--- src/rtl/cache_nway_pkg.sv ---
// ---------------------------------------------------------------------------
// cache_nway_pkg
// Shared definitions for the N-way cache controller slice.
//   ctrlState_t  : controller FSM states
//   PLRU_*       : tree-PLRU bit ordering (heap order, root at bit 0;
//                  a bit value of 0 points left, 1 points right; the way
//                  index LSB selects the branch at the root level)
//   plruChild()  : heap index of a node's child in a given direction
// ---------------------------------------------------------------------------
package cache_nway_pkg;

  typedef enum logic [2:0] {
    IDLE      = 3'd0,
    WRITEBACK = 3'd1,
    REFILL    = 3'd2,
    WAIT_MEM  = 3'd3,
    WRITE     = 3'd4,
    GIVE      = 3'd5,
    FLUSH     = 3'd6
  } ctrlState_t;

  localparam int   PLRU_ROOT  = 0;
  localparam logic PLRU_LEFT  = 1'b0;
  localparam logic PLRU_RIGHT = 1'b1;

  function automatic int plruChild(input int node, input logic dir);
    return 2 * node + 1 + int'(dir);
  endfunction

endpackage

--- src/rtl/cache_nway_ctrl_if.sv ---
// ---------------------------------------------------------------------------
// cache_nway_ctrl_if
// Bundles every controller-facing signal except clk/reset.
//   master : controller side (drives handshake readies, array write
//            enables, memory requests, flush status)
//   slave  : environment side (processor, tag/dirty/PLRU arrays, memory)
// Groups: processor request/response, array control, memory port, flush.
// ---------------------------------------------------------------------------
interface cache_nway_ctrl_if #(
  parameter int NWAYS = 4,
  parameter int NSETS = 16
);

  localparam int WW  = $clog2(NWAYS);
  localparam int FIW = $clog2(NSETS * NWAYS);

  logic             memreq_val;
  logic             memreq_rdy;
  logic             memreq_type;
  logic             memresp_val;
  logic             memresp_rdy;

  logic [NWAYS-1:0] way_hit;
  logic             victim_dirty;
  logic [NWAYS-2:0] plru_rd;

  logic [WW-1:0]    sel_way;
  logic             plru_wen;
  logic [NWAYS-2:0] plru_wd;
  logic [NWAYS-1:0] tarray_wen;
  logic [NWAYS-1:0] valid_wen;
  logic             darray_wen;
  logic             darray_refill_sel;
  logic             dirty_wen;
  logic             dirty_wd;

  logic             mreq_val;
  logic             mreq_rdy;
  logic             mreq_rw;
  logic             mresp_val;
  logic             mresp_rdy;

  logic             flush;
  logic             flush_done;
  logic [FIW-1:0]   flush_idx;
  logic             flush_active;

  modport master (
    input  memreq_val, memreq_type, memresp_rdy,
    input  way_hit, victim_dirty, plru_rd,
    input  mreq_rdy, mresp_val, flush,
    output memreq_rdy, memresp_val,
    output sel_way, plru_wen, plru_wd, tarray_wen, valid_wen,
    output darray_wen, darray_refill_sel, dirty_wen, dirty_wd,
    output mreq_val, mreq_rw, mresp_rdy,
    output flush_done, flush_idx, flush_active
  );

  modport slave (
    output memreq_val, memreq_type, memresp_rdy,
    output way_hit, victim_dirty, plru_rd,
    output mreq_rdy, mresp_val, flush,
    input  memreq_rdy, memresp_val,
    input  sel_way, plru_wen, plru_wd, tarray_wen, valid_wen,
    input  darray_wen, darray_refill_sel, dirty_wen, dirty_wd,
    input  mreq_val, mreq_rw, mresp_rdy,
    input  flush_done, flush_idx, flush_active
  );

endinterface

--- src/rtl/cache_nway_plru.sv ---
// ---------------------------------------------------------------------------
// cache_nway_plru
// Combinational tree-PLRU for one set.
//   i_plruRd  : tree bits of the addressed set
//   i_usedWay : way just used (hit or refill)
//   o_victim  : way reached by walking i_plruRd from the root
//   o_plruWd  : i_plruRd with every bit on i_usedWay's path pointing away
// ---------------------------------------------------------------------------
module cache_nway_plru
  import cache_nway_pkg::*;
#(
  parameter int NWAYS = 4
) (
  input  logic [NWAYS-2:0]         i_plruRd,
  input  logic [$clog2(NWAYS)-1:0] i_usedWay,
  output logic [$clog2(NWAYS)-1:0] o_victim,
  output logic [NWAYS-2:0]         o_plruWd
);

  localparam int LVLS = $clog2(NWAYS);

  // Victim walk: at each level follow the stored direction; the chosen
  // direction at level l becomes bit l of the victim way.
  always_comb begin
    int   node;
    logic dir;
    o_victim = '0;
    node     = PLRU_ROOT;
    dir      = PLRU_LEFT;
    for (int l = 0; l < LVLS; l++) begin
      for (int b = 0; b < NWAYS - 1; b++) begin
        if (b == node) dir = i_plruRd[b];
      end
      o_victim[l] = dir;
      node        = plruChild(node, dir);
    end
  end

  // Update: flip each node on the used way's path to the opposite side,
  // leaving the off-path nodes as they were read.
  always_comb begin
    int   node;
    logic usedBit;
    o_plruWd = i_plruRd;
    node     = PLRU_ROOT;
    usedBit  = PLRU_LEFT;
    for (int l = 0; l < LVLS; l++) begin
      usedBit = i_usedWay[l];
      for (int b = 0; b < NWAYS - 1; b++) begin
        if (b == node) o_plruWd[b] = (usedBit == PLRU_LEFT) ? PLRU_RIGHT : PLRU_LEFT;
      end
      node = plruChild(node, usedBit);
    end
  end

endmodule

--- src/rtl/cache_nway_ctrl.sv ---
// ---------------------------------------------------------------------------
// cache_nway_ctrl
// Control FSM of a write-back, write-allocate N-way cache with tree-PLRU
// replacement and an optional full-cache flush walker.
//   clk, reset : rising-edge clock, synchronous active-high reset
//   bus        : cache_nway_ctrl_if.master (processor handshake, array
//                control, memory port, flush status)
// Build option: define CACHE_NWAY_CTRL_FLUSH_EN to include the FLUSH state
// and its entry counter; otherwise flush is ignored and the flush status
// outputs stay 0.
// ---------------------------------------------------------------------------
module cache_nway_ctrl
  import cache_nway_pkg::*;
#(
  parameter int NWAYS = 4,
  parameter int NSETS = 16
) (
  input  logic             clk,
  input  logic             reset,
  cache_nway_ctrl_if.master bus
);

  localparam int WW  = $clog2(NWAYS);
  localparam int FIW = $clog2(NSETS * NWAYS);

  ctrlState_t       r_state, w_next;
  logic             r_pendWrite, w_pendNext;
  logic [WW-1:0]    r_way, w_wayNext;
  logic [WW-1:0]    w_hitWay, w_victim, w_usedWay;
  logic [NWAYS-2:0] w_plruWd;
  logic [NWAYS-1:0] w_wayOneHot;
  logic             w_flushReq;

`ifdef CACHE_NWAY_CTRL_FLUSH_EN
  localparam logic [FIW-1:0] LAST_IDX = FIW'(NSETS * NWAYS - 1);
  logic [FIW-1:0] r_flushIdx, w_idxNext;
  assign w_flushReq = bus.flush;
`else
  assign w_flushReq = 1'b0;
`endif

  // Binary encode of the one-hot tag match.
  always_comb begin
    w_hitWay = '0;
    for (int i = 0; i < NWAYS; i++) begin
      if (bus.way_hit[i]) w_hitWay = WW'(i);
    end
  end

  // During refill the way being filled is the remembered victim; otherwise
  // the PLRU update is for the way that just hit.
  assign w_usedWay   = (r_state == WAIT_MEM) ? r_way : w_hitWay;
  assign w_wayOneHot = {{(NWAYS-1){1'b0}}, 1'b1} << r_way;

  cache_nway_plru #(.NWAYS(NWAYS)) u_plru (
    .i_plruRd  (bus.plru_rd),
    .i_usedWay (w_usedWay),
    .o_victim  (w_victim),
    .o_plruWd  (w_plruWd)
  );

  // State, pending-write flag and remembered way.
  always_ff @(posedge clk) begin
    if (reset) begin
      r_state     <= IDLE;
      r_pendWrite <= 1'b0;
      r_way       <= '0;
    end else begin
      r_state     <= w_next;
      r_pendWrite <= w_pendNext;
      r_way       <= w_wayNext;
    end
  end

`ifdef CACHE_NWAY_CTRL_FLUSH_EN
  // Flush entry counter: {way, set}; parked at 0 outside FLUSH.
  always_ff @(posedge clk) begin
    if (reset) r_flushIdx <= '0;
    else       r_flushIdx <= w_idxNext;
  end
`endif

  // Next-state and outputs. Everything is held at 0 while reset is high so
  // an interrupted refill or flush issues nothing more to memory.
  always_comb begin
    w_next                = r_state;
    w_pendNext            = r_pendWrite;
    w_wayNext             = r_way;
`ifdef CACHE_NWAY_CTRL_FLUSH_EN
    w_idxNext             = r_flushIdx;
`endif
    bus.memreq_rdy        = 1'b0;
    bus.memresp_val       = 1'b0;
    bus.sel_way           = '0;
    bus.plru_wen          = 1'b0;
    bus.plru_wd           = '0;
    bus.tarray_wen        = '0;
    bus.valid_wen         = '0;
    bus.darray_wen        = 1'b0;
    bus.darray_refill_sel = 1'b0;
    bus.dirty_wen         = 1'b0;
    bus.dirty_wd          = 1'b0;
    bus.mreq_val          = 1'b0;
    bus.mreq_rw           = 1'b0;
    bus.mresp_rdy         = 1'b0;
    bus.flush_done        = 1'b0;
    bus.flush_idx         = '0;
    bus.flush_active      = 1'b0;

    if (!reset) begin
`ifdef CACHE_NWAY_CTRL_FLUSH_EN
      bus.flush_idx = r_flushIdx;
`endif
      case (r_state)
        IDLE: begin
          if (w_flushReq) begin
            w_next = FLUSH;
          end else begin
            bus.memreq_rdy = 1'b1;
            if (bus.memreq_val) begin
              if (|bus.way_hit) begin
                bus.memresp_val = 1'b1;
                bus.sel_way     = w_hitWay;
                bus.plru_wen    = 1'b1;
                bus.plru_wd     = w_plruWd;
                w_wayNext       = w_hitWay;
                if (bus.memreq_type) begin
                  bus.darray_wen = 1'b1;
                  bus.dirty_wen  = 1'b1;
                  bus.dirty_wd   = 1'b1;
                end
                if (!bus.memresp_rdy) w_next = GIVE;
              end else begin
                // Present the victim so the datapath can look up its dirty bit.
                bus.sel_way = w_victim;
                w_wayNext   = w_victim;
                w_pendNext  = bus.memreq_type;
                w_next      = bus.victim_dirty ? WRITEBACK : REFILL;
              end
            end
          end
        end

        WRITEBACK: begin
          bus.mreq_val  = 1'b1;
          bus.mreq_rw   = 1'b1;
          bus.sel_way   = r_way;
          bus.dirty_wen = 1'b1;
          bus.dirty_wd  = 1'b0;
          if (bus.mreq_rdy) w_next = REFILL;
        end

        REFILL: begin
          bus.mreq_val = 1'b1;
          bus.sel_way  = r_way;
          if (bus.mreq_rdy) w_next = WAIT_MEM;
        end

        WAIT_MEM: begin
          bus.mresp_rdy = 1'b1;
          bus.sel_way   = r_way;
          if (bus.mresp_val) begin
            bus.darray_wen        = 1'b1;
            bus.darray_refill_sel = 1'b1;
            bus.tarray_wen        = w_wayOneHot;
            bus.valid_wen         = w_wayOneHot;
            bus.plru_wen          = 1'b1;
            bus.plru_wd           = w_plruWd;
            w_next                = WRITE;
          end
        end

        // Merge the processor's store into the freshly filled line.
        WRITE: begin
          bus.sel_way = r_way;
          if (r_pendWrite) begin
            bus.darray_wen = 1'b1;
            bus.dirty_wen  = 1'b1;
            bus.dirty_wd   = 1'b1;
            w_pendNext     = 1'b0;
          end
          w_next = GIVE;
        end

        GIVE: begin
          bus.memresp_val = 1'b1;
          bus.sel_way     = r_way;
          if (bus.memresp_rdy) w_next = IDLE;
        end

        FLUSH: begin
`ifdef CACHE_NWAY_CTRL_FLUSH_EN
          bus.flush_active = 1'b1;
          bus.sel_way      = r_flushIdx[FIW-1 -: WW];
          if (bus.victim_dirty) begin
            bus.mreq_val  = 1'b1;
            bus.mreq_rw   = 1'b1;
            bus.dirty_wen = bus.mreq_rdy;
          end
          // Clean entries retire immediately; dirty ones once memory accepts.
          if (!bus.victim_dirty || bus.mreq_rdy) begin
            if (r_flushIdx == LAST_IDX) begin
              bus.flush_done = 1'b1;
              w_idxNext      = '0;
              w_next         = IDLE;
            end else begin
              w_idxNext = r_flushIdx + FIW'(1);
            end
          end
`else
          w_next = IDLE;
`endif
        end

        default: w_next = IDLE;
      endcase
    end
  end

endmodule

--- src/flat_wrapper.sv ---
// flat-port wrapper written by rule: the top's interface ports become plain ports
module cache_nway_ctrl_flat import cache_nway_pkg::*;
#(
  parameter int NWAYS = 4,
  parameter int NSETS = 16
)
  (clk, reset, bus_memreq_val, bus_memreq_type, bus_memresp_rdy, bus_way_hit, bus_victim_dirty, bus_plru_rd, bus_mreq_rdy, bus_mresp_val, bus_flush, bus_memreq_rdy, bus_memresp_val, bus_sel_way, bus_plru_wen, bus_plru_wd, bus_tarray_wen, bus_valid_wen, bus_darray_wen, bus_darray_refill_sel, bus_dirty_wen, bus_dirty_wd, bus_mreq_val, bus_mreq_rw, bus_mresp_rdy, bus_flush_done, bus_flush_idx, bus_flush_active);
  cache_nway_ctrl_if #(.NWAYS(NWAYS), .NSETS(NSETS)) bus_i ();
  input  logic clk;
  input  logic reset;
  input wire logic [$bits(bus_i.memreq_val)-1:0] bus_memreq_val;
  input wire logic [$bits(bus_i.memreq_type)-1:0] bus_memreq_type;
  input wire logic [$bits(bus_i.memresp_rdy)-1:0] bus_memresp_rdy;
  input wire logic [$bits(bus_i.way_hit)-1:0] bus_way_hit;
  input wire logic [$bits(bus_i.victim_dirty)-1:0] bus_victim_dirty;
  input wire logic [$bits(bus_i.plru_rd)-1:0] bus_plru_rd;
  input wire logic [$bits(bus_i.mreq_rdy)-1:0] bus_mreq_rdy;
  input wire logic [$bits(bus_i.mresp_val)-1:0] bus_mresp_val;
  input wire logic [$bits(bus_i.flush)-1:0] bus_flush;
  output wire logic [$bits(bus_i.memreq_rdy)-1:0] bus_memreq_rdy;
  output wire logic [$bits(bus_i.memresp_val)-1:0] bus_memresp_val;
  output wire logic [$bits(bus_i.sel_way)-1:0] bus_sel_way;
  output wire logic [$bits(bus_i.plru_wen)-1:0] bus_plru_wen;
  output wire logic [$bits(bus_i.plru_wd)-1:0] bus_plru_wd;
  output wire logic [$bits(bus_i.tarray_wen)-1:0] bus_tarray_wen;
  output wire logic [$bits(bus_i.valid_wen)-1:0] bus_valid_wen;
  output wire logic [$bits(bus_i.darray_wen)-1:0] bus_darray_wen;
  output wire logic [$bits(bus_i.darray_refill_sel)-1:0] bus_darray_refill_sel;
  output wire logic [$bits(bus_i.dirty_wen)-1:0] bus_dirty_wen;
  output wire logic [$bits(bus_i.dirty_wd)-1:0] bus_dirty_wd;
  output wire logic [$bits(bus_i.mreq_val)-1:0] bus_mreq_val;
  output wire logic [$bits(bus_i.mreq_rw)-1:0] bus_mreq_rw;
  output wire logic [$bits(bus_i.mresp_rdy)-1:0] bus_mresp_rdy;
  output wire logic [$bits(bus_i.flush_done)-1:0] bus_flush_done;
  output wire logic [$bits(bus_i.flush_idx)-1:0] bus_flush_idx;
  output wire logic [$bits(bus_i.flush_active)-1:0] bus_flush_active;
  assign bus_i.memreq_val = bus_memreq_val;
  assign bus_i.memreq_type = bus_memreq_type;
  assign bus_i.memresp_rdy = bus_memresp_rdy;
  assign bus_i.way_hit = bus_way_hit;
  assign bus_i.victim_dirty = bus_victim_dirty;
  assign bus_i.plru_rd = bus_plru_rd;
  assign bus_i.mreq_rdy = bus_mreq_rdy;
  assign bus_i.mresp_val = bus_mresp_val;
  assign bus_i.flush = bus_flush;
  assign bus_memreq_rdy = bus_i.memreq_rdy;
  assign bus_memresp_val = bus_i.memresp_val;
  assign bus_sel_way = bus_i.sel_way;
  assign bus_plru_wen = bus_i.plru_wen;
  assign bus_plru_wd = bus_i.plru_wd;
  assign bus_tarray_wen = bus_i.tarray_wen;
  assign bus_valid_wen = bus_i.valid_wen;
  assign bus_darray_wen = bus_i.darray_wen;
  assign bus_darray_refill_sel = bus_i.darray_refill_sel;
  assign bus_dirty_wen = bus_i.dirty_wen;
  assign bus_dirty_wd = bus_i.dirty_wd;
  assign bus_mreq_val = bus_i.mreq_val;
  assign bus_mreq_rw = bus_i.mreq_rw;
  assign bus_mresp_rdy = bus_i.mresp_rdy;
  assign bus_flush_done = bus_i.flush_done;
  assign bus_flush_idx = bus_i.flush_idx;
  assign bus_flush_active = bus_i.flush_active;
  cache_nway_ctrl #(.NWAYS(NWAYS), .NSETS(NSETS)) u_core (.clk(clk), .reset(reset), .bus(bus_i));
endmodule
--- config.mk ---
export PLATFORM = sky130hd
export DESIGN_NAME = cache_nway_ctrl_flat
export DESIGN_NICKNAME = d
export VERILOG_FILES = /design/src/rtl/cache_nway_pkg.sv /design/src/rtl/cache_nway_ctrl_if.sv /design/src/rtl/cache_nway_plru.sv /design/src/rtl/cache_nway_ctrl.sv /design/src/flat_wrapper.sv
export SDC_FILE = /design/constraint.sdc
export NUM_CORES = 1
export LEC_CHECK = 0
export ABC_AREA = 1
export CAP_MARGIN = 20
export CORE_ASPECT_RATIO = 1.5
export CORE_MARGIN = 10
export CORE_UTILIZATION = 33
export DETAILED_ROUTE_END_ITERATION = 8
export GPL_TIMING_DRIVEN = 1
export PLACE_DENSITY = 0.76
export SYNTH_ARGS = -nofsm -noshare
export SYNTH_HDL_FRONTEND = slang
export SYNTH_SLANG_ARGS = --single-unit
--- constraint.sdc ---
create_clock -name clk -period 1.4 [get_ports clk]
set_clock_uncertainty 0.2 [all_clocks]
set_input_delay 0.28 -clock clk [delete_from_list [all_inputs] [get_ports clk]]
set_output_delay 0.28 -clock clk [all_outputs]
set_load 0.05 [all_outputs]
; ---- Word level (Yosys, flattened, before mapping)
; Index checks and enable logic that the tools add are counted.
[word_totals]
ff_bits = 6
in_bits = 16
out_inout_bits = 31
[classes]
n_mux = 62
n_eq_ne = 16
addsub = 2
shift = 1
reduce_logical = 9
[ops]
columns = op, count
row1 = $mux W3, 11
row2 = $eq A2 B32 Y1 const A, 1
row3 = $eq A3 B32 Y1 const A, 1
row4 = $logic_not A32 Y1, 1
row5 = $mux W1, 32
row6 = $pmux W3 S6, 1
row7 = $mux W2, 7
row8 = $mux W4, 3
row9 = $ne A2 B2 Y1 const B, 6
row10 = $pmux W1 S2, 4
row11 = $eq A3 B2 Y1 const B, 2
row12 = $eq A3 B3 Y1 const B, 2
row13 = $pmux W1 S3, 2
row14 = $pmux W3 S2, 1
row15 = $reduce_and A6 Y1, 1
row16 = $reduce_or A5 Y1, 1
row17 = $add A1 B1 Y2 const A, 2
row18 = $pmux W2 S2, 1
row19 = $reduce_or A4 Y1, 1
row20 = $shl A1 B2 Y4 const A, 1
row21 = $eq A3 B1 Y1 const B, 1
row22 = $logic_not A3 Y1, 1
row23 = $ne A3 B3 Y1 const B, 1
row24 = $reduce_and A3 Y1, 1
row25 = other kinds (5), 5

; ---- Longest topological paths before layout
[depth]
depth_word = 11
depth_mapped = 9
ltp_nobuf = 9

; ---- Modules after synthesis
; Synthesis repeated with hierarchy kept, for this count alone.
[hier_totals]
hier_cells = 147
area_unflattened_um2 = 798.3
[by_module_without_submodules]
columns = mod, area_per_inst_um2, n_inst, cells_each
row1 = cache_nway_ctrl, 748.2, 1, 135
row2 = cache_nway_plru, 50.0, 1, 12

; ---- Worst setup path after synthesis
; OpenSTA, ideal clock, no wires.
[synth_timing]
kind = register to output
start = register u_core.r_state[1]
end = output port bus_valid_wen[0]
n_path_buf = 1
slack_ps = -1753
arrival_ps = 2673
required_time_ps = 920
path_stages_with_launch = 6
cell_sequence = dfxtp_1 -> nand2_2 -> nor2_4 -> nand2_2 -> nor4_1 -> buf_4
[synth_between]
elab_chain_len = 3
[synth_rtl]
columns = element, line
row1 = "start, declared", cache_nway_ctrl.sv:26  ; ctrlState_t r_state, w_next;
row2 = "start signal, assigned", cache_nway_ctrl.sv:69  ; r_state <= w_next;
row3 = $eq A3 B2 Y1, -
row4 = $mux W4 (2 in a row), -
row5 = "end, declared", flat_wrapper.sv:26  ; output wire logic [$bits(bus_i.valid_wen)-1:0] bus_valid_wen;
; Every way passes these cells.

; ---- Worst setup path in the final report
[layout_timing]
start = register u_core.r_state[1]
end = output port bus_darray_wen
[layout_between]
elab_chain_len = 3
word_cells_on_any_way = 5
[layout_rtl]
columns = element, line
row1 = "$eq A3 B3 Y1, or another cell as far along", cache_nway_ctrl.sv:114  ; case (r_state)
row2 = $pmux W1 S3 (*), cache_nway_ctrl.sv:114
row3 = $mux W1 (*), cache_nway_ctrl.sv:110  ; if (!reset) begin
row4 = "end, declared", flat_wrapper.sv:27  ; output wire logic [$bits(bus_i.darray_wen)-1:0] bus_darray_wen;
; Mark *: on every way between the ends. The rest lies on a longest branch, timed or not.

==> results.cfg <==
[run_status]
status = finished, violations left
violations = negative setup slack

[yosys]
ys_types = 23
synth_seq_area_share_pct = 15.4
async_flop_share_pct = 0
synth_cells = 135
yosysWarningCount = 0
synth_edf_count = 0
syn_area_um2 = 779
ys.flop_type = dfxtp_1
syn_area_per_cell_um2 = 5.77
ys_seq_elements = 6

[pwr]
power_mw = 3.53
power_density_mw_per_mm2 = 1680
vdd_ir_drop_max_v = 0.00143
power_leakage_nw = 0.948

[floorplanning]
die_height_um = 79.5
die_x_um = 59.7
start_util_pct = 34.5
core_region_area_mm2 = 0.00226
num_rows = 21
dieArea_mm2 = 0.00475
io_pins = 47

[routing]
vias_per_cell = 5.37
vias = 1295
ant_nets = 0
drt-wirelength-per-cell_um = 20.9
dr.pass1.iters = 4
routed_wl_um = 5040
drtIter0Drc = 72
drc = 0

[clock_network]
cts.sinks = 6
cts_tree = built
ctsRootBufferMaster = clkbuf_4
htreeDepth = 1
path_clk_slew_ns = 0.06
cts_buffer_depth = 2
clock_latency_ns = 0.26
cts_buffers = 3

[grt]
grt_pass1_vias = 1372
grt_max_degree = 8
grt_usage_pct = 18.4
antenna_found_initial = 0
grt-ovfl-total = 0
grt_pass1_wl_um = 6870

[timing]
report.final.slew_viol_count = 0
fin_tns_setup_ns = -16.50
fin_crit_sh_pct = 156
period_needed_ns = 2.19
whs_ns = 0.306
max_freq_mhz = 457
finalSetupViolations = 29
fin_ws_ns = -0.787
rsz0062_at_grt = true
finalHoldViolCount = 0

[critical_path]
cpMostUsedCell = nor2_4
critPathMaxStageDelay_ns = 0.36
r2r-start = u_core.r_state[1]
end_kind = primary output
crit_chain = nor2_4 -> nand2_2 -> inv_2 -> nand2_4 -> nor2_4 -> a21oi_4 -> a21oi_2 -> buf_12
start_kind = flip-flop
critPathLaunch = u_core.r_state[1]
cp.required_ns = 0.92
cp_top_family = simple AND/OR/NAND/NOR gates
arrival_ns = 1.71
path_class = flip-flop to primary output
crit_buf_inv = 2
cp_slowest_cell = dfxtp_4
crit_path_max_fanout = 4

[cells_and_area]
final_util_pct = 93.1
layout_common_cells = buf_4, buf_12, nand2_1
num_antenna_cells = 0
drive_above_1_share_pct = 65.1
syn_to_final_growth_pct = 170
nets = 235
final_common_cell = buf_4

[min_path]
worstHoldStart = u_core.r_pendWrite
hp-class = flip-flop to flip-flop

[place]
dp_slack_ns = -0.788
io_buffer_count = 37
place_congestion = 0.876
dp_hpwl_um = 2760

[run]
drv_cap = 0
[final timing paths]
kind | end | slack (ns) | depth (start not counted)
hold / removal | u_core.r_pendWrite | 0.31 | 2
setup reg to reg | u_core.r_state[0] | -0.31 | 12
setup / recovery | bus_darray_wen | -0.79 | 8
hold reg to reg | u_core.r_pendWrite | 0.31 | 2
[worst min-delay path: cells and delay by family, from the launching register on]
kind / cells / cell delay, ns
AO/OA/AOI/OAI: 1 / 0.08
flip-flops: 1 / 0.31
buffers and inverters: 1 / 0.07
[flip-flops by register name, indices dropped and copies added, names as in the netlist]
register            flops
u_core.r_pendWrite      1
u_core.r_state          3
u_core.r_way            2
[metrics by stage]
| step | cells | area [µm²] |
|---|---|---|
| finish | 241 | 2100 |
| global route | 241 | 2100 |
| CTS | 238 | 2010 |
| detailed placement | 218 | 1700 |
| global placement | 218 | 1700 |
| floorplan | 142 | 1000 |
[per-layer routing]
layer	wire [µm]	vias up	share of wire [%]	track usage, %
met3	321	28	6.4	5.10
li1	-	577	-	-
met2	2910	70	58	35.7
met1	1520	620	30	15.3
met5	0	-	0	0
met4	293	0	5.8	10.6
[cells by family after synthesis]
logic type	share of synthesized area, %
AND/OR/NAND/NOR	45.3
AO/OA/AOI/OAI	17.2
other	0.481
buffers and inverters	21.7
flip-flops	15.4
[area by class of cell]
cell class | count | area [µm²]
Timing Repair Buffer | 86 | 1030
Multi-Input combinational cell | 103 | 807
Fill cell | 74 | 155
Sequential cell | 6 | 131
Inverter | 19 | 78.8
Tap cell | 23 | 28.8
Clock buffer | 4 | 26.3
[repair_timing]
item	CTS	global route
buffers inserted	16	3
gates resized for setup	46	17
pin swaps	18	13
endpoints found under the hold margin	0	0
cloned	1	0
hold buffers	0	0
setup endpoints to repair	29	29
[Yosys cell counts, types with 2 or more instances]
cell type  number  area [µm²]
a21oi_1        13        65.1
buf_4          12        90.1
clkbuf_1        2        7.51
dfxtp_1         6         120
inv_1          14        52.6
inv_2           5        18.8
nand2_1        26        97.6
nand2_2         8        50.1
nand3_1         4        20.0
nand3_2         3        30.0
nor2_1         24        90.1
nor2_4          3        33.8
nor4_1          2        12.5
o21ai_0         2        10.0
o21ai_1         3        15.0
[power by group]
part	switching, mW	internal, mW	leakage [nW]
Clock	0.0886	0.110	0.0150
Combinational	1.66	1.33	0.882
Sequential	0.100	0.248	0.0512
Total	1.84	1.69	0.948
(Power assumes the default switching activity.)
